File: config.mk
export PLATFORM = sky130hd
export DESIGN_NAME = conv_frame_sequencer
export DESIGN_NICKNAME = d
export VERILOG_FILES = /design/src/rtl/conv_frame_sequencer.sv
export SDC_FILE = /design/constraint.sdc
export NUM_CORES = 1
export LEC_CHECK = 0
export CAP_MARGIN = 20
export CORE_MARGIN = 3
export CORE_UTILIZATION = 45
export CTS_CLUSTER_DIAMETER = 150
export DETAILED_ROUTE_END_ITERATION = 7
export PLACE_DENSITY = 0.66
export SETUP_SLACK_MARGIN = 0.15
export SLEW_MARGIN = 20
export SYNTH_ARGS = -nofsm -noshare
export SYNTH_HDL_FRONTEND = slang
export SYNTH_SLANG_ARGS = --single-unit
File: constraint.sdc
create_clock -name clk -period 1.95 [get_ports clk]
set_input_delay 0.39 -clock clk [delete_from_list [all_inputs] [get_ports clk]]
set_output_delay 0.39 -clock clk [all_outputs]
set_load 0.05 [all_outputs]
File: src/rtl/conv_frame_sequencer.sv
// Frame-level controller for the CONV_2D datapath: streams the input frame in raster
// order, aligns valid_in to the RAM read latency and tracks conv outputs until done.
module conv_frame_sequencer #(
    parameter int IMG_Width  = 24,
    parameter int IMG_Height = 24,
    parameter int Kernel     = 3,
    parameter int Stride     = 1,
    parameter int ADDR_W     = 10,
    parameter int CNT_W      = 16,
    parameter int TIMEOUT    = 1024
) (
    input  logic              clk,
    input  logic              rst,
    input  logic              start,
    input  logic              abort,
    output logic              rd_en,
    output logic [ADDR_W-1:0] rd_addr,
    output logic              conv_valid_in,
    input  logic              conv_valid_out,
    output logic              busy,
    output logic              done,
    output logic              err_timeout,
    output logic              err_extra,
    output logic [CNT_W-1:0]  out_count
);

    localparam int OUT_W   = (IMG_Width - Kernel) / Stride + 1;
    localparam int OUT_H   = (IMG_Height - Kernel) / Stride + 1;
    localparam int EXP_INT = OUT_W * OUT_H;
    localparam int COL_W   = (IMG_Width > 1) ? $clog2(IMG_Width) : 1;
    localparam int ROW_W   = (IMG_Height > 1) ? $clog2(IMG_Height) : 1;
    localparam int IDLE_W  = $clog2(TIMEOUT + 1);

    localparam logic [CNT_W-1:0]  EXP        = CNT_W'(EXP_INT);
    localparam logic [COL_W-1:0]  COL_LAST   = COL_W'(IMG_Width - 1);
    localparam logic [ROW_W-1:0]  ROW_LAST   = ROW_W'(IMG_Height - 1);
    localparam logic [IDLE_W-1:0] IDLE_LIMIT = IDLE_W'(TIMEOUT);

    localparam logic [1:0] S_IDLE  = 2'd0;
    localparam logic [1:0] S_FEED  = 2'd1;
    localparam logic [1:0] S_DRAIN = 2'd2;
    localparam logic [1:0] S_DONE  = 2'd3;

    logic [1:0]        state;
    logic [1:0]        state_d;
    logic [COL_W-1:0]  col;
    logic [ROW_W-1:0]  row;
    logic [ADDR_W-1:0] addr_q;
    logic [IDLE_W-1:0] idle_cnt;
    logic              frame_done;

    logic accept_start;
    logic in_frame;
    logic abort_hit;
    logic last_pix;
    logic counting;
    logic at_exp;
    logic count_inc;
    logic complete;
    logic idle_hit;
    logic timeout_fire;
    logic extra_hit;

    assign accept_start = (state == S_IDLE) && start;
    assign in_frame     = (state == S_FEED) || (state == S_DRAIN);
    assign abort_hit    = in_frame && abort;
    assign last_pix     = (col == COL_LAST) && (row == ROW_LAST);

    // A pulse that finds the counter already full is an overrun, never a count.
    assign counting  = in_frame && conv_valid_out;
    assign at_exp    = (out_count == EXP);
    assign count_inc = counting && !at_exp;
    assign complete  = at_exp || (count_inc && (out_count == EXP - 1'b1));

    assign idle_hit     = !conv_valid_out && (idle_cnt == IDLE_LIMIT - 1'b1);
    assign timeout_fire = (state == S_DRAIN) && !abort && !complete && idle_hit;

    assign extra_hit = conv_valid_out &&
                       ((counting && at_exp) ||
                        (state == S_DONE) ||
                        ((state == S_IDLE) && frame_done));

    // NOTE: every output of a combinational block gets a default first, so no path can infer a latch.
    always_comb begin
        state_d = state;
        case (state)
            S_IDLE:  if (start) state_d = S_FEED;
            S_FEED: begin
                if (abort)         state_d = S_IDLE;
                else if (last_pix) state_d = S_DRAIN;
            end
            S_DRAIN: begin
                if (abort)                    state_d = S_IDLE;
                else if (complete || idle_hit) state_d = S_DONE;
            end
            S_DONE:  state_d = S_IDLE;
            default: state_d = S_IDLE;
        endcase
    end

    // NOTE: all state uses non-blocking assignments so every register samples pre-edge values.
    always_ff @(posedge clk) begin
        if (rst) begin
            state         <= S_IDLE;
            col           <= '0;
            row           <= '0;
            addr_q        <= '0;
            idle_cnt      <= '0;
            conv_valid_in <= 1'b0;
            out_count     <= '0;
            err_timeout   <= 1'b0;
            err_extra     <= 1'b0;
            frame_done    <= 1'b0;
        end else begin
            state         <= state_d;
            conv_valid_in <= rd_en;

            // Address counters only run inside FEED; anywhere else they sit at pixel 0.
            if ((state == S_FEED) && !abort && !last_pix) begin
                addr_q <= addr_q + 1'b1;
                if (col == COL_LAST) begin
                    col <= '0;
                    row <= row + 1'b1;
                end else begin
                    col <= col + 1'b1;
                end
            end else begin
                col    <= '0;
                row    <= '0;
                addr_q <= '0;
            end

            if ((state == S_DRAIN) && !conv_valid_out) idle_cnt <= idle_cnt + 1'b1;
            else                                       idle_cnt <= '0;

            if (accept_start)   out_count <= '0;
            else if (count_inc) out_count <= out_count + 1'b1;

            if (accept_start)      err_timeout <= 1'b0;
            else if (timeout_fire) err_timeout <= 1'b1;

            if (accept_start)   err_extra <= 1'b0;
            else if (extra_hit) err_extra <= 1'b1;

            // Late outputs only count as overruns once a frame has actually completed.
            if (state == S_DONE)                 frame_done <= 1'b1;
            else if (accept_start || abort_hit) frame_done <= 1'b0;
        end
    end

    assign rd_en   = (state == S_FEED);
    assign rd_addr = addr_q;
    assign busy    = in_frame;
    assign done    = (state == S_DONE);

endmodule
## After elaboration in Yosys (flattened, before gate mapping)

Index checks and enable logic that the tools add are counted.

- Output and inout bits: 32
- Flip-flop bits (word level): 53
- Logic and storage cells: 70
- Input port bits: 5

- Reduce and logical (&&, ||, !) cells: 34
- Equality and inequality tests: 11
- Bitwise logic cells: 2
- Add/subtract/negate cells: 5
- Multiplexer cells: 8

Operators by type and width:

| kind | count |
|---|---|
| $eq A16 B9 Y1 const B | 2 |
| $add A16 B1 Y16 const B | 1 |
| $logic_and A1 B1 Y1 | 16 |
| $add A11 B1 Y11 const B | 1 |
| $eq A11 B10 Y1 const B | 1 |
| $add A10 B1 Y10 const B | 1 |
| $add A5 B1 Y5 const B | 2 |
| $eq A5 B5 Y1 const B | 2 |
| $mux W2 | 5 |
| $pmux W2 S4 | 1 |
| $logic_or A1 B1 Y1 | 6 |
| $ne A3 B2 Y1 const B | 2 |
| $reduce_or A2 Y1 | 3 |
| $logic_not A1 Y1 | 5 |
| $eq A2 B2 Y1 const B | 2 |
| $reduce_and A3 Y1 | 1 |
| $reduce_or A3 Y1 | 1 |
| $eq A2 B1 Y1 const B | 1 |
| $logic_not A2 Y1 | 1 |
| $mux W1 | 2 |
| $ne A2 B2 Y1 const B | 1 |
| $not A1 Y1 | 2 |
| $reduce_bool A2 Y1 | 1 |

## Depth between registers and ports, before layout

Gate-level depths: netlist (run 1).

- Depth after elaboration: 10
- Depth in mapped cells: 9
- Depth with buffers taken out: 7

## Worst setup path before layout (run 1)

Ideal clock, no wire load.

- Kind: register to register
- Start: reg state[1]
- End: reg out_count[14]
- Setup slack: -0.189 ns
- Data arrival time: 2.011 ns
- Buffers on the path: 0
- Data required time: 1.822 ns
- Stages on the path, launching flop included: 8
- Cell sequence: dfxtp_1 inv_1 ha_1 and3_1 nand2_1 nor4_4 xnor2_1 nor2_1

- Word-level cells in the longest chain between the ends: 4
- Elaborated cells between the ends (all ways): 8
- Those cells by class: eq/ne: 2; reduce/logical: 6

RTL lines:

| element | RTL line | RTL |
|---|---|---|
| from (decl) | 44 | `logic [1:0] state;` |
| from (signal assigned) | 115 | `state <= state_d;` |
| $eq A2 B1 Y1 / $eq A2 B2 Y1 (equally long branches) | 65 | `assign in_frame = (state == S_FEED) \|\| (state == S_DRAIN);` |
| $logic_or A1 B1 Y1 (*) | 65 |  |
| net busy | 20 | `output logic busy,` |
| $logic_and A1 B1 Y1 (*) | 70 | `assign counting = in_frame && conv_valid_out;` |
| $logic_and A1 B1 Y1 (*) | 72 | `assign count_inc = counting && !at_exp;` |
| to (signal assigned) | 137 | `else if (count_inc) out_count <= out_count + 1'b1;` |
| to (decl) | 24 | `output logic [CNT_W-1:0] out_count` |

Mark *: on every way through the listed nets, which the timed path passes. The rest lies on a longest branch.
A chain may end at the register's enable or synchronous reset.

## Worst setup path after layout (run 1)

- Start: reg col[0]
- End: reg state[0]

- Word-level cells in the longest chain between the ends: 4

RTL lines:

| element | RTL line | RTL |
|---|---|---|
| from (decl) | 46 | `logic [COL_W-1:0] col;` |
| from (signal assigned) | 125 | `col <= col + 1'b1;` |
| $eq A5 B5 Y1 | 67 | `assign last_pix = (col == COL_LAST) && (row == ROW_LAST);` |
| $logic_and A1 B1 Y1 | 67 |  |
| $ne A3 B2 Y1 (no source line) | n/a |  |
| $reduce_and A3 Y1 (no source line) | n/a |  |

No other way between the ends.

==> results.json, run 1 <==
{
  "drive_gt1_frac": 0.248,
  "multiInputGateArea_sq_um": 1410,
  "reg2reg_depth": 7,
  "ys.flop_type": "dfxtp_1",
  "cp.arrival_ns": 2.00,
  "fin_crit_sh": 0.922,
  "antenna_left": 0,
  "outcome": "complete, no violations",
  "syn_to_final_growth_pct": 29.8,
  "dp.cells": 379,
  "p_leak_nw": 1.25,
  "drt_iter0_markers": 49,
  "worstSetupEndpointType": "register",
  "io_pins": 37,
  "critPathMaxFanout": 3,
  "maxCapViolCount": 0,
  "io_buffers": 36,
  "numCtsBuffers": 5,
  "hp-start": "col[0]",
  "rows": 26,
  "clkSinkCount": 53,
  "synth-seq-cells": 53,
  "register_area_sq_um": 1090,
  "hpwl_microns": 3580,
  "rsz0062_at_grt": "true",
  "die_w_microns": 79.9,
  "r2r_slack_ns": 0.15,
  "rr_startpoint": "col[0]",
  "grt-ovfl-total": 0,
  "fmax_mhz": 556,
  "clk_latency_ns": 0.30,
  "synthesis.area_sq_um": 2460,
  "final_area_sq_um": 3190,
  "slew_violations": 0,
  "cellPowerDensity_nw_per_um2": 618,
  "final-setup-viol-count": 0,
  "ys_seq_area_frac": 0.431,
  "track_usage": 0.166,
  "coreArea_sq_um": 5200,
  "grt_first_pass_wirelength_microns": 8550,
  "wire_per_inst_microns": 13.0,
  "grt_pass1_vias": 1857,
  "n_antenna_cell": 0,
  "hold_slack_ns": 0.455,
  "first_pass_iters": 4,
  "nFillCells": 491,
  "dieArea_sq_um": 6390,
  "clockBufferDepth": 2,
  "start_kind": "register",
  "clk_pin_slew_ns": 0.10,
  "synthArstFlopShare": 0,
  "cts_tree": "yes",
  "critical_path_class": "register to register",
  "stdcell_count": 392,
  "routed_wirelength_microns": 5090,
  "initial_utilization": 0.473,
  "synth_top_area_frac": 0.431,
  "hold_depth": 1,
  "ys_types": 44,
  "vdd_drop_max_uv": 442,
  "hold_viol": 0,
  "place_congestion": 0.754,
  "critPathRequiredTime_ns": 2.16,
  "r2r-end": "state[0]",
  "antenna_found_initial": 0,
  "min_period_ns": 1.80,
  "vias_per_cell": 5.11,
  "synth_top_area_cell": "dfxtp_1",
  "cts_root_buf": "clkbuf_8",
  "die_h_microns": 79.9,
  "hold_end": "col[0]",
  "synth_cells": 266,
  "report.power.total_mw": 1.97,
  "drc": 0,
  "cts-htree-levels": 2,
  "syn-num-nets": 282,
  "grt_max_degree": 21,
  "synth_edf_count": 0,
  "ys_warn_count": 0,
  "min_path_type": "register to register",
  "num_vias": 2003,
  "maxSlewHeadroom": 0.666,
  "clock_skew_ns": 0.00682,
  "worstMarginPinSlew_ns": 0.503,
  "place_area_sq_um": 3000,
  "syn_avg_cell_area_sq_um": 9.25,
  "ys_top_cells_by_area": "dfxtp_1 43%, nor2_1 7.8%, xnor2_1 6.8%",
  "nets": 337
}
worst max-delay path by stage:
| stage | startpoint | end | depth (start not counted) |
|---|---|---|---|
| finish | col[0] | state[0] | 7 |
| global route | col[0] | state[0] | 7 |
| CTS | col[0] | state[0] | 7 |
| detailed placement | conv_valid_out | state[0] | 7 |
| global placement | conv_valid_out | state[0] | 7 |
| floorplan | state[1] | out_count[14] | 7 |
cell usage in the layout (no fill, tap or decap), types with 8 or more instances in the layout:
master / count
buf_4: 29
dfxtp_1: 41
dfxtp_2: 8
dlygate4sd2_1: 20
ha_1: 9
nand2_1: 14
nand3_1: 17
nor2_1: 51
nor3_2: 9
xnor2_1: 19
xor2_1: 16
stage by stage:
step           setup TNS (ns)  utilization  setup slack [ns]
3_3_place_gp          -0.0257        0.575           -0.0163
2_1_floorplan               0            -             0.129
4_1_cts                     0        0.591             0.151
3_5_place_dp           -0.204        0.575           -0.0874
6_report                    0        0.613             0.153
5_1_grt                     0        0.613            0.0694
timing repair:
| action | CTS | global route |
|---|---|---|
| gates resized for setup | 24 | 20 |
| endpoints found under the setup margin | 25 | 18 |
| pin swaps | 3 | 6 |
| buffers inserted | 1 | 4 |
| hold buffers | 0 | 0 |
critical path: stages, from the launching register on:
cell and delay, ns:
dfxtp_4 0.38, ha_4 0.12, and4b_2 0.27, nand4_4 0.12, a32oi_2 0.30, o41ai_2 0.12, buf_4 0.16, a221oi_2 0.24
sequential cells by signal, summed over array words and instances (netlist names), 2 cells and up:
name / cells
out_count: 16
idle_cnt: 11
rd_addr: 10
col: 5
row: 5
state: 2
synth_stat cells (2+ instances only):
| cell | instances |
|---|---|
| a21oi_1 | 4 |
| a31oi_1 | 2 |
| and3_1 | 5 |
| and4_1 | 5 |
| buf_6 | 2 |
| clkbuf_1 | 3 |
| dfxtp_1 | 53 |
| ha_1 | 11 |
| inv_1 | 9 |
| mux2i_1 | 4 |
| nand2_1 | 15 |
| nand3_1 | 17 |
| nand4_1 | 6 |
| nor2_1 | 51 |
| nor2b_1 | 2 |
| nor3_1 | 7 |
| nor3_2 | 7 |
| nor4_2 | 2 |
| or3_1 | 3 |
| xnor2_1 | 19 |
| xor2_1 | 16 |
per-layer routing:
metal	wire length, microns	part of all wire	GRT usage
met4	51	0.010	0.0557
met2	2400	0.47	0.265
met3	146	0.029	0.0305
met5	0	0	0
met1	2490	0.49	0.224
where the power goes:
| group | leakage (nW) | internal [mW] | switching (mW) |
|---|---|---|---|
| registers | 0.434 | 1.09 | 0.0118 |
| logic | 0.769 | 0.113 | 0.141 |
| clock network | 0.0461 | 0.256 | 0.362 |
kinds of logic (layout without fill, tap and decap cells):
kind of cell,count (synthesis),after routing,synth area share
buf+inv,17,73,0.0402
simple gates,131,131,0.290
fa+ha+maj,11,11,0.0560
mux,4,4,0.0163
xor+xnor,35,35,0.125
flops,53,53,0.431
compound gates,15,15,0.0412
cell type report:
class	count	share of cell area
inverter	9	0.0106
multi-input combinational	196	0.441
tap	70	0.0274
clock inverter	2	0.00392
sequential	53	0.340
timing repair buffer	56	0.154
clock buffer	6	0.0227
No activity file was read; power rests on OpenSTA's default activity.
==> inputs of run 2 (changes only) <==
Settings changed: CAP_MARGIN 20 to default.
==> results of run 2 <==
No change in the layout: final DEF, timing and power equal those of run 1.
==> inputs of run 3 (changes only) <==
Settings changed: CTS_CLUSTER_SIZE from default to 8, DONT_BUFFER_PORTS from default to 1, PLACE_DENSITY 0.66 to 0.58.
==> run 3 against run 2 <==
  * Combinational power down 21%
  * Non-clock buffer count down 16
  * Worst hold slack worse by 0.31 ns
  * Clock power up 3%
  * Sequential cell count unchanged
  * Worst setup slack better by 0.062 ns
  * Maximum frequency up 3.6%
  * Die area unchanged
  * Register-to-register slack better by 0.06 ns
  * Critical path type unchanged
  * Largest cell class unchanged
  * Highest routed layer unchanged
==> results.json, run 3 (synthesized netlist as in run 1, its figures left out) <==
{
  "layout_commonest_cell": "nor2_1",
  "clkSinkCount": 53,
  "slew_violations": 0,
  "clockBufferDepth": 2,
  "final_area_sq_um": 3000,
  "initial_utilization": 0.473,
  "mostFrequentLayoutCells": "51 x nor2_1, 42 x dfxtp_1, 39 x buf_4",
  "grt_pass1_vias": 1691,
  "cellPowerDensity_nw_per_um2": 650,
  "io_pins": 37,
  "cpPeakStageDelay_ns": 0.40,
  "io_buffers": 0,
  "n_antenna_cell": 0,
  "maxCapViolCount": 0,
  "rr_startpoint": "state[1]",
  "outcome": "complete, no violations",
  "cts_tree": "yes",
  "drc": 0,
  "coreArea_sq_um": 5200,
  "start_kind": "register",
  "grt-ovfl-total": 0,
  "hold_slack_ns": 0.141,
  "busiest_layer": "met2",
  "vias_per_cell": 5.01,
  "min_path_type": "input port to register",
  "dp.cells": 363,
  "die_w_microns": 79.9,
  "worstPathCellList": "inv_4 -> ha_4 -> and3_4 -> mux2i_4 -> nor3_2 -> o41ai_2 -> mux2i_1",
  "numCtsBuffers": 5,
  "hp-start": "rst",
  "post-route-util": 0.576,
  "syn_to_final_growth_pct": 21.9,
  "fmax_mhz": 576,
  "routed_wirelength_microns": 5000,
  "fin_crit_sh": 0.890,
  "final-setup-viol-count": 0,
  "drt_iter0_markers": 55,
  "p_leak_nw": 1.09,
  "clock_skew_ns": 0.00730,
  "stdcell_count": 376,
  "grt_max_degree": 18,
  "cp.arrival_ns": 1.97,
  "grtUsageMet3": 0.0542,
  "drive_gt1_frac": 0.281,
  "antenna_found_initial": 0,
  "regMostFlops": "out_count",
  "worstSetupStartpoint": "state[1]",
  "grtUsageMet1": 0.226,
  "rsz0062_at_grt": "true",
  "critPathRequiredTime_ns": 2.19,
  "clk_pin_slew_ns": 0.10,
  "rows": 26,
  "met2_usage": 0.235,
  "cts_root_buf": "clkbuf_8",
  "critPathMaxFanout": 4,
  "place_area_sq_um": 2790,
  "hpwl_microns": 3610,
  "place_congestion": 0.758,
  "die_h_microns": 79.9,
  "largest_reg_flops": 16,
  "min_period_ns": 1.73,
  "num_vias": 1882,
  "critical_path_class": "register to register",
  "hold_buffers": 0,
  "wire_per_inst_microns": 13.3,
  "first_pass_iters": 4,
  "antenna_left": 0,
  "grt_first_pass_wirelength_microns": 8220,
  "setup_tns_ns": 0,
  "hold_viol": 0,
  "track_usage": 0.163,
  "clk_latency_ns": 0.31,
  "nets": 321,
  "cts-htree-levels": 2,
  "worstMarginPinSlew_ns": 0.587,
  "worst_path_max_delay_cell": "o41ai_2",
  "maxSlewHeadroom": 0.608,
  "worstSetupEndpointType": "register",
  "vdd_drop_max_uv": 579,
  "dieArea_sq_um": 6390
}
## run 3: changes by cell type in the layout (fill, tap and decap cells not counted), moves of 2 or more
cell and change:
dfxtp_4 -2, dlygate4sd2_1 -20, buf_12 -2, buf_4 +10
ha_2 +2, clkdlybuf4s50_1 -4
## run 3: path summary, 6_finish.rpt
kind,endpoint,slack [ns],cells past startpoint
hold / removal,state[0],0.14,1
setup reg to reg,state[1],0.22,7
hold reg to reg,col[0],0.44,1
setup / recovery,state[1],0.22,7
## run 3: routing by layer
layer,part of all wire,up-vias,wire [microns]
met5,0,-,0
met4,0.0076,0,38
met3,0.064,2,319
met2,0.44,36,2190
met1,0.49,856,2450
li1,-,988,-
## run 3: what timing repair did
action | in CTS | in global routing
resized for setup | 2 | 17
gates cloned | 0 | 0
buffers inserted | 0 | 5
setup endpoints to repair | 2 | 30
pin swaps | 0 | 6
hold endpoints to repair | 0 | 0
## run 3: cell type report
| class | instances | area [sq um] |
|---|---|---|
| fillers | 457 | 2210 |
| multi-input cells | 196 | 1390 |
| flip-flops and latches | 53 | 1080 |
| repair buffers | 40 | 313 |
| well taps | 70 | 87.6 |
| clock buffers | 5 | 68.8 |
| inverters | 9 | 36.3 |
| clock inverters | 3 | 21.3 |
## run 3: report_power, final
part / internal (mW) / switching [mW]
Clock: 0.256 / 0.381
Sequential: 1.09 / 0.0173
Combinational: 0.0830 / 0.117
Total: 1.43 / 0.516
## run 3: stage by stage
stage	worst slack [ns]	total power [mW]
2_1_floorplan	0.129	1.26
5_1_grt	0.0956	2.03
3_5_place_dp	0.146	1.31
6_report	0.215	1.95
3_3_place_gp	0.195	1.31
4_1_cts	0.156	1.95
## run 3: worst max-delay path, delay by kind of cell, from the launching register on
kind,cells,cell delay (ns)
buf+inv,1,0.05
mux,2,0.38
compound gates,1,0.40
fa+ha+maj,1,0.24
flops,1,0.36
simple gates,2,0.23
